**config.mk**
```make
export PLATFORM = sky130hd
export DESIGN_NAME = c5_conv_sched
export DESIGN_NICKNAME = d
export VERILOG_FILES = /design/src/rtl/c5_conv_sched_pkg.sv /design/src/rtl/c5_conv_sched_watchdog.sv /design/src/rtl/c5_conv_sched.sv
export SDC_FILE = /design/constraint.sdc
export NUM_CORES = 2
export LEC_CHECK = 0
export CORE_AREA = 2 2 651 653
export DETAILED_ROUTE_END_ITERATION = 7
export DIE_AREA = 0 0 653 655
export SLEW_MARGIN = 20
export SYNTH_ARGS = -nofsm -noshare
export SYNTH_HDL_FRONTEND = slang
export SYNTH_SLANG_ARGS = --single-unit
```
**constraint.sdc**
```tcl
create_clock -name clk -period 4.9 [get_ports clk]
set_input_delay 1.47 -clock clk [delete_from_list [all_inputs] [get_ports clk]]
set_output_delay 1.47 -clock clk [all_outputs]
set_load 0.1 [all_outputs]
```
**src/rtl/c5_conv_sched_pkg.sv**
```systemverilog
// c5_sched_pkg: shared state encoding and constants for the convolution scheduler.
package c5_sched_pkg;

  typedef enum logic [2:0] {
    IDLE  = 3'd0,
    FETCH = 3'd1,
    LOAD  = 3'd2,
    RUN   = 3'd3,
    EMIT  = 3'd4,
    FIN   = 3'd5
  } state_e;

  // Quiet NaN reported when the ConvUnit never answers.
  localparam logic [15:0] FP16_NAN = 16'h7E00;

  // RUN cycles allowed before the watchdog gives up on cu_done.
  localparam int unsigned WDOG_LIMIT = 64;

endpackage

```
**src/rtl/c5_conv_sched_watchdog.sv**
```systemverilog
// sched_watchdog: counts consecutive RUN cycles and flags expiry on the
// last allowed cycle. Only instantiated when C5_SCHED_WATCHDOG_EN is defined.
module sched_watchdog
  import c5_sched_pkg::*;
(
  input  logic clk,
  input  logic reset,
  input  logic in_run,
  output logic expired
);

  logic [6:0] cnt_q, cnt_d;

  // Count while in RUN, restart from zero whenever RUN is left.
  always_comb begin
    cnt_d = in_run ? cnt_q + 7'd1 : '0;
  end

  // Counter register.
  always_ff @(posedge clk) begin
    if (reset) cnt_q <= '0;
    else       cnt_q <= cnt_d;
  end

  assign expired = in_run && (cnt_q == 7'(WDOG_LIMIT - 1));

endmodule

```
**src/rtl/c5_conv_sched.sv**
```systemverilog
// c5_conv_sched: sequences NUM_FILTERS filter words through an external
// ConvUnit against one latched receptive field and streams each result out.
// Optional macro C5_SCHED_WATCHDOG_EN adds a RUN timeout and wdog_err output.
module c5_conv_sched
  import c5_sched_pkg::*;
#(
  parameter int DATA_WIDTH  = 16,
  parameter int Depth       = 1,
  parameter int Size        = 5,
  parameter int NUM_FILTERS = 4
) (
  input  logic                                 clk,
  input  logic                                 reset,
  input  logic                                 start,
  input  logic [Depth*Size*Size*DATA_WIDTH-1:0] image,
  output logic [7:0]                           filt_addr,
  input  logic [Depth*Size*Size*DATA_WIDTH-1:0] filt_data,
  output logic                                 cu_reset,
  output logic [Depth*Size*Size*DATA_WIDTH-1:0] cu_image,
  output logic [Depth*Size*Size*DATA_WIDTH-1:0] cu_filter,
  input  logic                                 cu_done,
  input  logic [DATA_WIDTH-1:0]                cu_result,
  output logic                                 out_valid,
  input  logic                                 out_ready,
  output logic [DATA_WIDTH-1:0]                out_data,
  output logic [7:0]                           out_index,
  output logic                                 busy,
  output logic                                 run_done
`ifdef C5_SCHED_WATCHDOG_EN
  ,
  output logic                                 wdog_err
`endif
);

  localparam int unsigned VW = Depth * Size * Size * DATA_WIDTH;
  localparam logic [7:0] LAST_IDX = 8'(NUM_FILTERS - 1);

  state_e          state_q, state_d;
  logic [7:0]      index_q, index_d;
  logic [7:0]      filt_addr_q, filt_addr_d;
  logic [VW-1:0]   cu_image_q, cu_image_d;
  logic [VW-1:0]   cu_filter_q, cu_filter_d;
  logic [DATA_WIDTH-1:0] out_data_q, out_data_d;
  logic [7:0]      out_index_q, out_index_d;
  logic            cu_reset_q, cu_reset_d;
  logic            out_valid_q, out_valid_d;
  logic            busy_q, busy_d;
  logic            run_done_q, run_done_d;

`ifdef C5_SCHED_WATCHDOG_EN
  logic wdog_expired;
  logic wdog_err_q, wdog_err_d;
  logic in_run;

  assign in_run = (state_q == RUN);

  sched_watchdog u_wdog (
    .clk     (clk),
    .reset   (reset),
    .in_run  (in_run),
    .expired (wdog_expired)
  );
`endif

  // Next-state and datapath; outputs are derived from the next state so they
  // are registered alongside it rather than decoded from state_q.
  always_comb begin
    state_d     = state_q;
    index_d     = index_q;
    cu_image_d  = cu_image_q;
    cu_filter_d = cu_filter_q;
    out_data_d  = out_data_q;
    out_index_d = out_index_q;
`ifdef C5_SCHED_WATCHDOG_EN
    wdog_err_d  = wdog_err_q;
`endif
    case (state_q)
      IDLE: begin
        if (start) begin
          cu_image_d = image;
          index_d    = '0;
          state_d    = FETCH;
`ifdef C5_SCHED_WATCHDOG_EN
          wdog_err_d = 1'b0;
`endif
        end
      end
      FETCH: state_d = LOAD;
      LOAD: begin
        cu_filter_d = filt_data;
        state_d     = RUN;
      end
      RUN: begin
        if (cu_done) begin
          out_data_d  = cu_result;
          out_index_d = index_q;
          state_d     = EMIT;
        end
`ifdef C5_SCHED_WATCHDOG_EN
        else if (wdog_expired) begin
          out_data_d  = DATA_WIDTH'(FP16_NAN);
          out_index_d = index_q;
          wdog_err_d  = 1'b1;
          state_d     = EMIT;
        end
`endif
      end
      EMIT: begin
        if (out_ready) begin
          if (index_q < LAST_IDX) begin
            index_d = index_q + 8'd1;
            state_d = FETCH;
          end else begin
            state_d = FIN;
          end
        end
      end
      FIN:     state_d = IDLE;
      default: state_d = IDLE;
    endcase

    filt_addr_d = (state_d == FETCH) ? index_d : filt_addr_q;
    cu_reset_d  = (state_d == IDLE) || (state_d == LOAD);
    busy_d      = (state_d != IDLE);
    out_valid_d = (state_d == EMIT);
    run_done_d  = (state_d == FIN);
  end

  // State and output registers with synchronous reset.
  always_ff @(posedge clk) begin
    if (reset) begin
      state_q     <= IDLE;
      index_q     <= '0;
      filt_addr_q <= '0;
      cu_image_q  <= '0;
      cu_filter_q <= '0;
      out_data_q  <= '0;
      out_index_q <= '0;
      cu_reset_q  <= 1'b1;
      out_valid_q <= 1'b0;
      busy_q      <= 1'b0;
      run_done_q  <= 1'b0;
`ifdef C5_SCHED_WATCHDOG_EN
      wdog_err_q  <= 1'b0;
`endif
    end else begin
      state_q     <= state_d;
      index_q     <= index_d;
      filt_addr_q <= filt_addr_d;
      cu_image_q  <= cu_image_d;
      cu_filter_q <= cu_filter_d;
      out_data_q  <= out_data_d;
      out_index_q <= out_index_d;
      cu_reset_q  <= cu_reset_d;
      out_valid_q <= out_valid_d;
      busy_q      <= busy_d;
      run_done_q  <= run_done_d;
`ifdef C5_SCHED_WATCHDOG_EN
      wdog_err_q  <= wdog_err_d;
`endif
    end
  end

  assign filt_addr = filt_addr_q;
  assign cu_reset  = cu_reset_q;
  assign cu_image  = cu_image_q;
  assign cu_filter = cu_filter_q;
  assign out_valid = out_valid_q;
  assign out_data  = out_data_q;
  assign out_index = out_index_q;
  assign busy      = busy_q;
  assign run_done  = run_done_q;
`ifdef C5_SCHED_WATCHDOG_EN
  assign wdog_err  = wdog_err_q;
`endif

endmodule

```
==> tab_implementation.tex <==
\begin{tabular}{lr}
\hline
Metric & Value \\
\hline
\multicolumn{2}{l}{\textbf{Layout}} \\
\quad Most frequent standard cell in the layout excluding fill and tap cells & sky130\_fd\_sc\_hd\_\_nand2\_1 \\
\quad Fraction of layout instances using a drive strength above 1 & 0.129 \\
\quad P\&R area growth vs syn & 88.1\% \\
\quad Total area of sequential cells & 0.0170 mm\^{}2 \\
\quad Utilization after layout & 0.130 \\
\quad Layout fillers & 48,400 \\
\quad Top library cells by usage in the layout, fill and taps aside & sky130\_fd\_sc\_hd\_\_nand2\_1 (1,649), sky130\_fd\_sc\_hd\_\_clkdlybuf4s50\_1 (1,233), sky130\_fd\_sc\_hd\_\_dfxtp\_1 (847), sky130\_fd\_sc\_hd\_\_a21oi\_1 (827), sky130\_fd\_sc\_hd\_\_buf\_4 (362) \\
\quad Count of non-filler cells in the finished layout & 11,000 \\
\quad Final nets & 6,022 \\
\quad Post-layout instance area & 0.0548 mm\^{}2 \\
\quad Multi-input gate area in the final layout & 0.0107 mm\^{}2 \\
\multicolumn{2}{l}{\textbf{Route}} \\
\quad Antenna-violating nets left & 0 \\
\quad Average via count per standard cell & 3.07 \\
\quad Drt first-iter violations & 3,073 \\
\quad DR WL/cell & 33.6 um \\
\quad Total vias in the final route & 33,700 \\
\quad DR pass1 iterations & 7 \\
\quad Remaining DRCs & 0 \\
\quad Sum of routed wire length over all layers & 368 mm \\
\multicolumn{2}{l}{\textbf{STA}} \\
\quad Hold Fails Final Rpt & 0 \\
\quad Fin Setup TNS & 0 ns \\
\quad Final Hold Slack & 0.452 ns \\
\quad Setup repair after global routing missed its margin & no \\
\quad Number of max-slew violations in the final report & 0 \\
\quad Final critical-path share of the clock period & 0.820 \\
\quad Worst slew margin relative to its limit & 0.165 \\
\quad Clock period minus worst slack & 4.02 ns \\
\quad Achievable Freq & 249 MHz \\
\quad Worst setup skew after layout & 0.0860 ns \\
\quad Number of setup violations in the final report & 0 \\
\quad Setup ws final & 0.883 ns \\
\quad Worst-margin pin slew & 1.25 ns \\
\multicolumn{2}{l}{\textbf{Power}} \\
\quad Total design power & 23.1 mW \\
\quad Clock Power Share & 0.390 \\
\quad Cell Pwr Density & 421 mW/mm\^{}2 \\
\quad Part of the total power dissipated in sequential elements & 0.328 \\
\quad Peak ir drop on the vdd network & 0.000237 V \\
\quad Switching power & 9.05 mW \\
\quad Combinational cell fraction of total power & 0.282 \\
\quad Power Internal & 14.0 mW \\
\quad Leakage component of the power & 18.9 nW \\
\quad Switching share of total power & 0.392 \\
\multicolumn{2}{l}{\textbf{Setup path}} \\
\quad Reg-to-Reg Start & state\_q[0] \\
\quad Critical path's top delay family & buffers and inverters \\
\quad Worst flop-to-flop path endpoint & cu\_filter[154] \\
\quad Crit path required time & 3.43 ns \\
\quad Register-to-register setup slack & 2.10 ns \\
\quad Critical Setup Path Class & flip-flop to primary output \\
\quad Kind of start point of the critical path & flip-flop \\
\quad Peak fanout along the critical path & 2 \\
\quad Capturing element type of the critical path & primary output \\
\quad Cell-by-cell listing of the critical path & clkdlybuf4s50\_1 \\
\quad Worst path buffer plus inverter count & 1 \\
\quad Start point of the critical path & cu\_image[135] \\
\quad Critical path depth in cells & 1 \\
\quad Slowest Stage Delay on Critical Path & 1.27 ns \\
\quad Endpoint arrival time on the critical path & 2.55 ns \\
\quad Length in cells of the worst reg-to-reg path & 4 \\
\quad Worst setup endpoint & cu\_image[135] \\
\quad Highest-delay cell along the critical path & sky130\_fd\_sc\_hd\_\_clkdlybuf4s50\_1 \\
\multicolumn{2}{l}{\textbf{Floorplanning}} \\
\quad Number of top-level pins & 1,657 \\
\quad Vertical extent of the die & 655 um \\
\quad Row count & 239 \\
\quad Die area & 0.428 mm\^{}2 \\
\quad Initial standard-cell utilization of the core & 0.0691 \\
\quad Core Footprint & 0.422 mm\^{}2 \\
\quad Die width & 653 um \\
\multicolumn{2}{l}{\textbf{Synthesis}} \\
\quad FF+latch count, synth & 847 \\
\quad Number of warnings printed during yosys synthesis & 0 \\
\quad Proportion of synthesized flip-flops having asynchronous set or reset & 0 \\
\quad Number of synthesized flops with an enable pin & 0 \\
\quad Gate count after technology mapping & 3,652 \\
\quad Sequential element share of the synthesized area & 0.582 \\
\quad Mapped cell area & 0.0292 mm\^{}2 \\
\quad Net count after synthesis & 4,474 \\
\quad Most used DFF post-synth & sky130\_fd\_sc\_hd\_\_dfxtp\_1 \\
\quad Synthesized area divided by synthesized cell count & 7.98 um\^{}2 \\
\quad Number of library cell types mapped by synthesis & 37 \\
\multicolumn{2}{l}{\textbf{GRT}} \\
\quad Global-route wire length before repair & 431 mm \\
\quad Via count of the first global-routing pass & 30,400 \\
\quad Pin count of the biggest net entering global routing & 189 \\
\quad All-layer global routing usage & 0.164 \\
\quad Total overflow reported by the global router & 0 \\
\quad Number of antenna violations at the first check in global routing & 530 \\
\multicolumn{2}{l}{\textbf{Place}} \\
\quad Cell Area, Placed & 0.0506 mm\^{}2 \\
\quad Total half-perimeter wirelength after legalization and detailed placement & 327 mm \\
\quad Final weighted congestion in routability-driven placement & 0.958 \\
\quad Worst setup timing slack at the placement stage & 1.01 ns \\
\quad Count of input and output buffers & 1,656 \\
\quad Placed Cells & 10,600 \\
\multicolumn{2}{l}{\textbf{Clock tree}} \\
\quad Clock buffer count from CTS & 117 \\
\quad Root buf cell & sky130\_fd\_sc\_hd\_\_clkbuf\_16 \\
\quad Worst-Skew Late Latency & 0.88 ns \\
\quad Worst-case clock buffer depth & 4 \\
\quad Clock Pin Slew Worst Setup and Hold Paths & 0.06 ns \\
\quad \# clock sinks & 847 \\
\quad Post-CTS setup repair buffer count & 0 \\
\quad TritonCTS clock tree & yes \\
\quad Post-CTS Resized & 0 \\
\quad CTS H-tree depth & 3 \\
\quad CTS Hold Buffers Added & 0 \\
\multicolumn{2}{l}{\textbf{Job}} \\
\quad Max-cap viol count & 0 \\
\multicolumn{2}{l}{\textbf{Hold path}} \\
\quad HP Start & cu\_filter[111] \\
\quad Hold WC Path Type & flip-flop to flip-flop \\
\multicolumn{2}{l}{\textbf{Status}} \\
\quad Status & finished clean \\
\hline
\end{tabular}
-- routing by layer --
| metal | share of wire | GRT usage |
|---|---|---|
| met3 | 0.16 | 0.112 |
| met1 | 0.35 | 0.170 |
| met2 | 0.46 | 0.267 |
| met4 | 0.035 | 0.0509 |
| met5 | 0.0038 | 0 |
-- synthesized netlist by cell type, types with 2 or more instances --
library cell | n | share of area
sky130_fd_sc_hd__buf_6 | 41 | 0.016
sky130_fd_sc_hd__dfxtp_1 | 847 | 0.58
sky130_fd_sc_hd__clkbuf_1 | 147 | 0.019
sky130_fd_sc_hd__a21oi_2 | 2 | 0.00060
sky130_fd_sc_hd__buf_1 | 2 | 0.00026
sky130_fd_sc_hd__o311ai_0 | 4 | 0.0012
sky130_fd_sc_hd__buf_4 | 3 | 0.00077
sky130_fd_sc_hd__nor2_1 | 3 | 0.00039
sky130_fd_sc_hd__a21oi_1 | 827 | 0.14
sky130_fd_sc_hd__and2_1 | 12 | 0.0026
sky130_fd_sc_hd__a211oi_1 | 2 | 0.00051
sky130_fd_sc_hd__buf_2 | 87 | 0.015
sky130_fd_sc_hd__nor3b_1 | 3 | 0.00077
sky130_fd_sc_hd__nand2_1 | 1649 | 0.21
-- worst min path at each step --
| stage | cells after the start | to |
|---|---|---|
| detailed placement | 2 | cu_image[398] |
| floorplan | 2 | out_index[1] |
| global placement | 2 | cu_filter[375] |
| CTS | 2 | cu_image[168] |
| global route | 2 | cu_filter[78] |
| finish | 2 | cu_filter[111] |
-- sequential cells by signal, indices dropped and copies added, names as in the netlist --
name and flops:
cu_filter 400, cu_image 400, out_data 16, filt_addr 8
index_q 8, out_index 8, state_q 3, busy 1
cu_reset 1, out_valid 1, run_done 1
-- worst register-to-register path, cell delays in order, from the launching register on --
cell,delay (ns)
sky130_fd_sc_hd__dfxtp_1,0.64
sky130_fd_sc_hd__or3b_4,0.67
sky130_fd_sc_hd__buf_12,0.58
sky130_fd_sc_hd__nand2_1,0.60
sky130_fd_sc_hd__a21oi_1,0.19
-- power by group through the flow --
stage,registers [mW],clock network (mW),logic [mW]
after floorplan,10.8,0,1.03
after detailed placement,7.71,0,6.62
final,7.57,9.01,6.51
after global routing,7.62,9.48,6.75
after CTS,7.57,9.30,6.64
after global placement,7.69,0,6.63
-- cell families (layout without fill, tap and decap cells) --
kind of cell | Yosys count | after routing | synth area share
adders and majority gates | 1 | 1 | 0.000429
AOI/OAI and AO/OA | 842 | 842 | 0.146
and+or+nand+nor | 1681 | 1681 | 0.221
DFF | 847 | 847 | 0.582
buffers and inverters | 281 | 1922 | 0.0509
other | 0 | 137 | 0
-- cell type report --
class / instances / area share
repair buffers: 1709 / 0.291
multi-input cells: 2524 / 0.196
flip-flops and latches: 847 / 0.309
inverters: 1 / 0.0000684
well taps: 5543 / 0.126
clock inverters: 57 / 0.0116
clock buffers: 155 / 0.0600
diodes: 137 / 0.00625
No activity file was read; power rests on OpenSTA's default activity.
